<file path="config.mk">
export PLATFORM = sky130hd
export DESIGN_NAME = sap_sequencer_flat
export DESIGN_NICKNAME = d
export VERILOG_FILES = /design/src/rtl/sap_sequencer_if.sv /design/src/rtl/sap_sequencer.sv /design/src/flat_wrapper.sv
export SDC_FILE = /design/constraint.sdc
export NUM_CORES = 1
export LEC_CHECK = 0
export ABC_AREA = 1
export BUFFER_PORTS_ARGS = -buffer_cell sky130_fd_sc_hd__buf_2
export CORE_AREA = 3 3 40 42
export DETAILED_ROUTE_END_ITERATION = 16
export DIE_AREA = 0 0 43 45
export PLACE_DENSITY = 0.82
export SLEW_MARGIN = 40
export SYNTH_ARGS = -nofsm -noshare
export SYNTH_HDL_FRONTEND = slang
export SYNTH_SLANG_ARGS = --single-unit
</file>
<file path="constraint.sdc">
create_clock -name clk -period 2 [get_ports clk]
set_input_delay 0.4 -clock clk [delete_from_list [all_inputs] [get_ports clk]]
set_output_delay 0.4 -clock clk [all_outputs]
set_load 0.05 [all_outputs]
</file>
<file path="src/rtl/sap_sequencer_if.sv">
// Control-side bundle between the SAP sequencer and its datapath/IR.
// The master drives opcode, flags and run/step; the slave returns control.
interface sap_sequencer_if #(
   parameter int OP_W = 4
);
   logic [OP_W-1:0] instruction;
   logic            carry_flag;
   logic            zero_flag;
   logic            run;
   logic            step;
   logic [15:0]     control;
   logic [2:0]      t_state;
   logic            instr_done;
   logic            halted;
   logic            illegal;

   modport master (
      output instruction, carry_flag, zero_flag, run, step,
      input  control, t_state, instr_done, halted, illegal
   );

   modport slave (
      input  instruction, carry_flag, zero_flag, run, step,
      output control, t_state, instr_done, halted, illegal
   );
endinterface

</file>
<file path="src/rtl/sap_sequencer.sv">
// Variable-length SAP micro-sequencer: fetch T1/T2, execute T3..T5,
// run/single-step parking in IDLE and a sticky HALT left only by reset.
module sap_sequencer #(
   parameter int OP_W      = 4,
   parameter bit FIXED_LEN = 1'b0
) (
   input logic         clk,
   input logic         reset,
   sap_sequencer_if.slave bus
);

   localparam logic [15:0] C_HLT  = 16'h8000;
   localparam logic [15:0] C_PCI  = 16'h4000;
   localparam logic [15:0] C_PCO  = 16'h2000;
   localparam logic [15:0] C_PCL  = 16'h1000;
   localparam logic [15:0] C_MARL = 16'h0800;
   localparam logic [15:0] C_RAMO = 16'h0400;
   localparam logic [15:0] C_RAML = 16'h0200;
   localparam logic [15:0] C_IRL  = 16'h0100;
   localparam logic [15:0] C_IRO  = 16'h0080;
   localparam logic [15:0] C_AL   = 16'h0040;
   localparam logic [15:0] C_AO   = 16'h0020;
   localparam logic [15:0] C_BL   = 16'h0010;
   localparam logic [15:0] C_SUB  = 16'h0008;
   localparam logic [15:0] C_ALUO = 16'h0004;
   localparam logic [15:0] C_OUTL = 16'h0002;
   localparam logic [15:0] C_FLG  = 16'h0001;

   // Encoding chosen so T1..T5 equal their t_state number.
   typedef enum logic [2:0] {
      S_IDLE = 3'd0,
      S_T1   = 3'd1,
      S_T2   = 3'd2,
      S_T3   = 3'd3,
      S_T4   = 3'd4,
      S_T5   = 3'd5,
      S_HALT = 3'd6
   } state_t;

   state_t      r_state;
   state_t      w_nxt;
   logic [3:0]  w_op;
   logic        w_hi_bad;
   logic        w_legal;
   logic        w_hlt;
   logic [2:0]  w_len;
   logic [2:0]  w_end;
   logic        w_t3;
   logic        w_t4;
   logic        w_t5;
   logic        w_exec;
   logic        w_last;
   logic [15:0] w_ctl;

   assign w_op = bus.instruction[3:0];

   generate
      if (OP_W > 4) begin : g_hi
         assign w_hi_bad = |bus.instruction[OP_W-1:4];
      end else begin : g_no_hi
         assign w_hi_bad = 1'b0;
      end
   endgenerate

   assign w_t3   = (r_state == S_T3);
   assign w_t4   = (r_state == S_T4);
   assign w_t5   = (r_state == S_T5);
   assign w_exec = w_t3 | w_t4 | w_t5;

   always_comb begin
      w_ctl   = '0;
      w_len   = 3'd3;
      w_hlt   = 1'b0;
      w_legal = ~w_hi_bad;
      unique case (r_state)
         S_T1:   w_ctl = C_PCO | C_MARL;
         S_T2:   w_ctl = C_RAMO | C_IRL | C_PCI;
         S_HALT: w_ctl = C_HLT;
         default: ;
      endcase
      if (w_exec && !w_hi_bad) begin
         case (w_op)
            4'h0: ;
            4'h1: begin
               w_len = 3'd4;
               if (w_t3) w_ctl = C_IRO | C_MARL;
               if (w_t4) w_ctl = C_RAMO | C_AL;
            end
            4'h2, 4'h3: begin
               w_len = 3'd5;
               if (w_t3) w_ctl = C_IRO | C_MARL;
               if (w_t4) w_ctl = C_RAMO | C_BL;
               if (w_t5) w_ctl = C_ALUO | C_AL | C_FLG
                               | ((w_op == 4'h3) ? C_SUB : 16'h0);
            end
            4'h4: begin
               w_len = 3'd4;
               if (w_t3) w_ctl = C_IRO | C_MARL;
               if (w_t4) w_ctl = C_AO | C_RAML;
            end
            4'h5: if (w_t3) w_ctl = C_IRO | C_AL;
            4'h6: if (w_t3) w_ctl = C_IRO | C_PCL;
            4'h7: if (w_t3 && bus.carry_flag) w_ctl = C_IRO | C_PCL;
            4'h8: if (w_t3 && bus.zero_flag) w_ctl = C_IRO | C_PCL;
            4'hE: if (w_t3) w_ctl = C_AO | C_OUTL;
            4'hF: begin
               w_hlt = 1'b1;
               if (w_t3) w_ctl = C_HLT;
            end
            default: w_legal = 1'b0;
         endcase
      end
   end

   assign w_end  = FIXED_LEN ? 3'd5 : w_len;
   assign w_last = w_exec && (r_state[2:0] == w_end);

   always_comb begin
      w_nxt = r_state;
      unique case (r_state)
         S_IDLE: if (bus.run || bus.step) w_nxt = S_T1;
         S_T1:   w_nxt = S_T2;
         S_T2:   w_nxt = S_T3;
         S_T3, S_T4, S_T5: begin
            if (w_t3 && w_hlt)
               w_nxt = S_HALT;
            else if (w_last)
               w_nxt = bus.run ? S_T1 : S_IDLE;
            else if (w_t3)
               w_nxt = S_T4;
            else
               w_nxt = S_T5;
         end
         S_HALT: w_nxt = S_HALT;
         default: w_nxt = S_IDLE;
      endcase
   end

   always_ff @(posedge clk or negedge reset) begin
      if (!reset) r_state <= S_IDLE;
      else        r_state <= w_nxt;
   end

   assign bus.control    = w_ctl;
   assign bus.t_state    = (w_exec || r_state == S_T1 || r_state == S_T2)
                           ? r_state[2:0] : 3'd0;
   assign bus.instr_done = w_last && !w_hlt;
   assign bus.halted     = (r_state == S_HALT);
   assign bus.illegal    = w_t3 && !w_legal;

endmodule

</file>
<file path="src/flat_wrapper.sv">
// flat-port wrapper written by rule: the top's interface ports become plain ports
module sap_sequencer_flat 
#(
   parameter int OP_W      = 4,
   parameter bit FIXED_LEN = 1'b0
)
  (clk, reset, bus_instruction, bus_carry_flag, bus_zero_flag, bus_run, bus_step, bus_control, bus_t_state, bus_instr_done, bus_halted, bus_illegal);
  sap_sequencer_if #(.OP_W(OP_W)) bus_i ();
  input logic clk;
  input logic reset;
  input wire logic [$bits(bus_i.instruction)-1:0] bus_instruction;
  input wire logic [$bits(bus_i.carry_flag)-1:0] bus_carry_flag;
  input wire logic [$bits(bus_i.zero_flag)-1:0] bus_zero_flag;
  input wire logic [$bits(bus_i.run)-1:0] bus_run;
  input wire logic [$bits(bus_i.step)-1:0] bus_step;
  output wire logic [$bits(bus_i.control)-1:0] bus_control;
  output wire logic [$bits(bus_i.t_state)-1:0] bus_t_state;
  output wire logic [$bits(bus_i.instr_done)-1:0] bus_instr_done;
  output wire logic [$bits(bus_i.halted)-1:0] bus_halted;
  output wire logic [$bits(bus_i.illegal)-1:0] bus_illegal;
  assign bus_i.instruction = bus_instruction;
  assign bus_i.carry_flag = bus_carry_flag;
  assign bus_i.zero_flag = bus_zero_flag;
  assign bus_i.run = bus_run;
  assign bus_i.step = bus_step;
  assign bus_control = bus_i.control;
  assign bus_t_state = bus_i.t_state;
  assign bus_instr_done = bus_i.instr_done;
  assign bus_halted = bus_i.halted;
  assign bus_illegal = bus_i.illegal;
  sap_sequencer #(.OP_W(OP_W), .FIXED_LEN(FIXED_LEN)) u_core (.clk(clk), .reset(reset), .bus(bus_i));
endmodule
</file>
==> results.json <==
{
  "status": "complete, no violations",
  "clock_latency_ps": 230,
  "drt_pass1_iterations": 4,
  "cp_slowest_cell": "dfrtp_2",
  "ys_async_sr_fraction_pct": 100,
  "core_mm2": 0.00128,
  "final_cell_mix": "buf_2 (27), inv_1 (14), nand2_1 (13), nor2_1 (12), buf_4 (12)",
  "cts.clk_slew.worst_paths_ps": 40,
  "antenna_found_initial": 0,
  "power_density_mw_per_mm2": 1580,
  "initial_core_util_pct": 38.3,
  "max_freq_ghz": 0.522,
  "hold_viol": 0,
  "whs_path_depth": 3,
  "synth_fp_nets": 98,
  "maxCapViolations": 0,
  "synth-seq-area-share_pct": 15.3,
  "crit_fanout": 5,
  "gp_congestion": 0.832,
  "area_growth_pct": 61.8,
  "largest_reg_flops": 3,
  "final_common_cell": "buf_2",
  "worstMarginPinSlew_ps": 247,
  "hpwlAfterDp_um": 1220,
  "whs_ps": 436,
  "final_area_um2": 796,
  "drc": 0,
  "clock_skew_ps": 1.38,
  "leakagePower_nw": 0.483,
  "numCtsBuffers": 3,
  "ys_seq_elements": 3,
  "final_antenna_net_count": 0,
  "ys_warn_count": 0,
  "crit_chain": "buf_4, nor2_1, inv_1, nor2_1, inv_1, nand2_1, clkbuf_4",
  "fin_crit_ps": 1920,
  "rsz0062_at_grt": "no",
  "viasPerCell": 4.76,
  "cp.arrival_ps": 1520,
  "cts_buffer_depth": 2,
  "fin_cells": 146,
  "dieHeight_um": 45,
  "fin_crit_sh_pct": 95.9,
  "die_area_mm2": 0.00194,
  "dr_total_vias": 695,
  "cts_tree": "yes",
  "grt_pass1_wl_um": 2440,
  "synth_area_per_cell_um2": 5.59,
  "layout-drive-gt1-share_pct": 53.4,
  "final-setup-viol-count": 0,
  "port_buffers": 31,
  "peakVddDrop_v": 0.000590,
  "fin_nets": 142,
  "n_antenna_cell": 0,
  "yosys_most_used_dff": "dfrtp_1",
  "synth_cells": 88,
  "syn_area_um2": 492,
  "grt_start_max_net_pins": 7,
  "ys_types": 24,
  "worst_setup_path_end_kind": "primary output",
  "grt_pass1_vias": 582,
  "wl_per_cell_um": 10.7,
  "crit_type": "register to primary output",
  "grtUsageTotal_pct": 16.2,
  "critPathMaxStageDelay_ps": 440,
  "reg_top3": "u_core.r_state x3",
  "h-tree-depth": 1,
  "drt_wl_total_um": 1560,
  "r2r_cells": 8,
  "regToRegSetupSlack_ps": 610,
  "fin_setup_tns_ps": 0,
  "synth_enable_flop_cells": 0,
  "critPathLaunchType": "register",
  "totalPowerFinal_mw": 1.26,
  "placed_area_um2": 683,
  "fp.dieW_um": 43,
  "place_inst": 135,
  "cts-root-buf": "clkbuf_4",
  "gr-total-overflow": 0,
  "max_slew_margin_pct": 83.4,
  "cts_sinks": 3,
  "num_rows": 13,
  "io_pins": 32,
  "top_register": "u_core.r_state",
  "drtIter0Drc": 9,
  "min_path_type": "primary input to register",
  "required_ps": 1600,
  "slew_violations": 0
}
-- kinds of logic after synthesis --
group | Yosys count | share of synthesized area (%)
compound gates | 10 | 12.2
buf+inv | 22 | 18.6
flops | 3 | 15.3
simple gates | 53 | 53.9
-- where the power goes --
group	switching (mW)	internal, mW	total [mW]
combinational	0.708	0.305	1.01
clock	0.0314	0.0748	0.106
sequential	0.0442	0.0988	0.143
-- worst max-delay path: cells and delay by family (launching register included) --
kind          cells  cell delay (ps)
simple gates      3              330
buf+inv           4              510
flops             1              440
-- cell type report --
type                    instances  area (µm²)
clock buffers                   4        26.3
fillers                       130         489
inverters                      19        71.3
multi-input cells              63         343
flip-flops and latches          3        78.8
well taps                      15        18.8
repair buffers                 42         258
-- cells in the mapped netlist, types with 2 or more instances --
cell	instances	share of area, %
nor3_1	2	2.0
nand3_1	7	7.1
inv_2	5	3.8
buf_4	2	3.1
a21oi_1	2	2.0
nand2_2	3	3.8
o21ai_0	4	4.1
nand2_1	15	11
nand4_1	2	2.5
nor2_1	15	11
nor2_2	3	3.8
inv_1	14	11
dfrtp_1	3	15
-- routing by layer --
metal	global-route usage [%]	routed length, µm	up-vias
li1	-	-	365
met1	19.8	664	307
met2	30.2	787	23
met3	0	104	0
met4	7.23	0	0
met5	0	0	-
-- per-stage QoR --
| step | util (%) | setup slack [ps] |
|---|---|---|
| final | 61.9 | 82.8 |
| after global routing | 61.9 | 3.54 |
| after CTS | 58.4 | 2.88 |
| after detailed placement | 53.2 | 27.3 |
| after global placement | 53.2 | 62.0 |
| after floorplan | - | -255 |
-- worst paths after layout --
| check | end | startpoint |
|---|---|---|
| worst max-delay path | bus_control[11] | u_core.r_state[2] |
| worst min-delay path | u_core.r_state[0] | bus_step |
| worst max register to register | u_core.r_state[2] | u_core.r_state[2] |
| worst min register to register | u_core.r_state[0] | u_core.r_state[0] |
| max in group asynchronous | u_core.r_state[0] | reset |
| min in group asynchronous | u_core.r_state[2] | reset |
-- timing repair --
item	4_1_cts	5_1_grt
hold endpoints to repair	3	0
endpoints found under the setup margin	2	7
resized for setup	6	8
pin swaps	4	3
buffers inserted	2	4
hold buffers	1	0
Power figures use the tool's default switching activity.
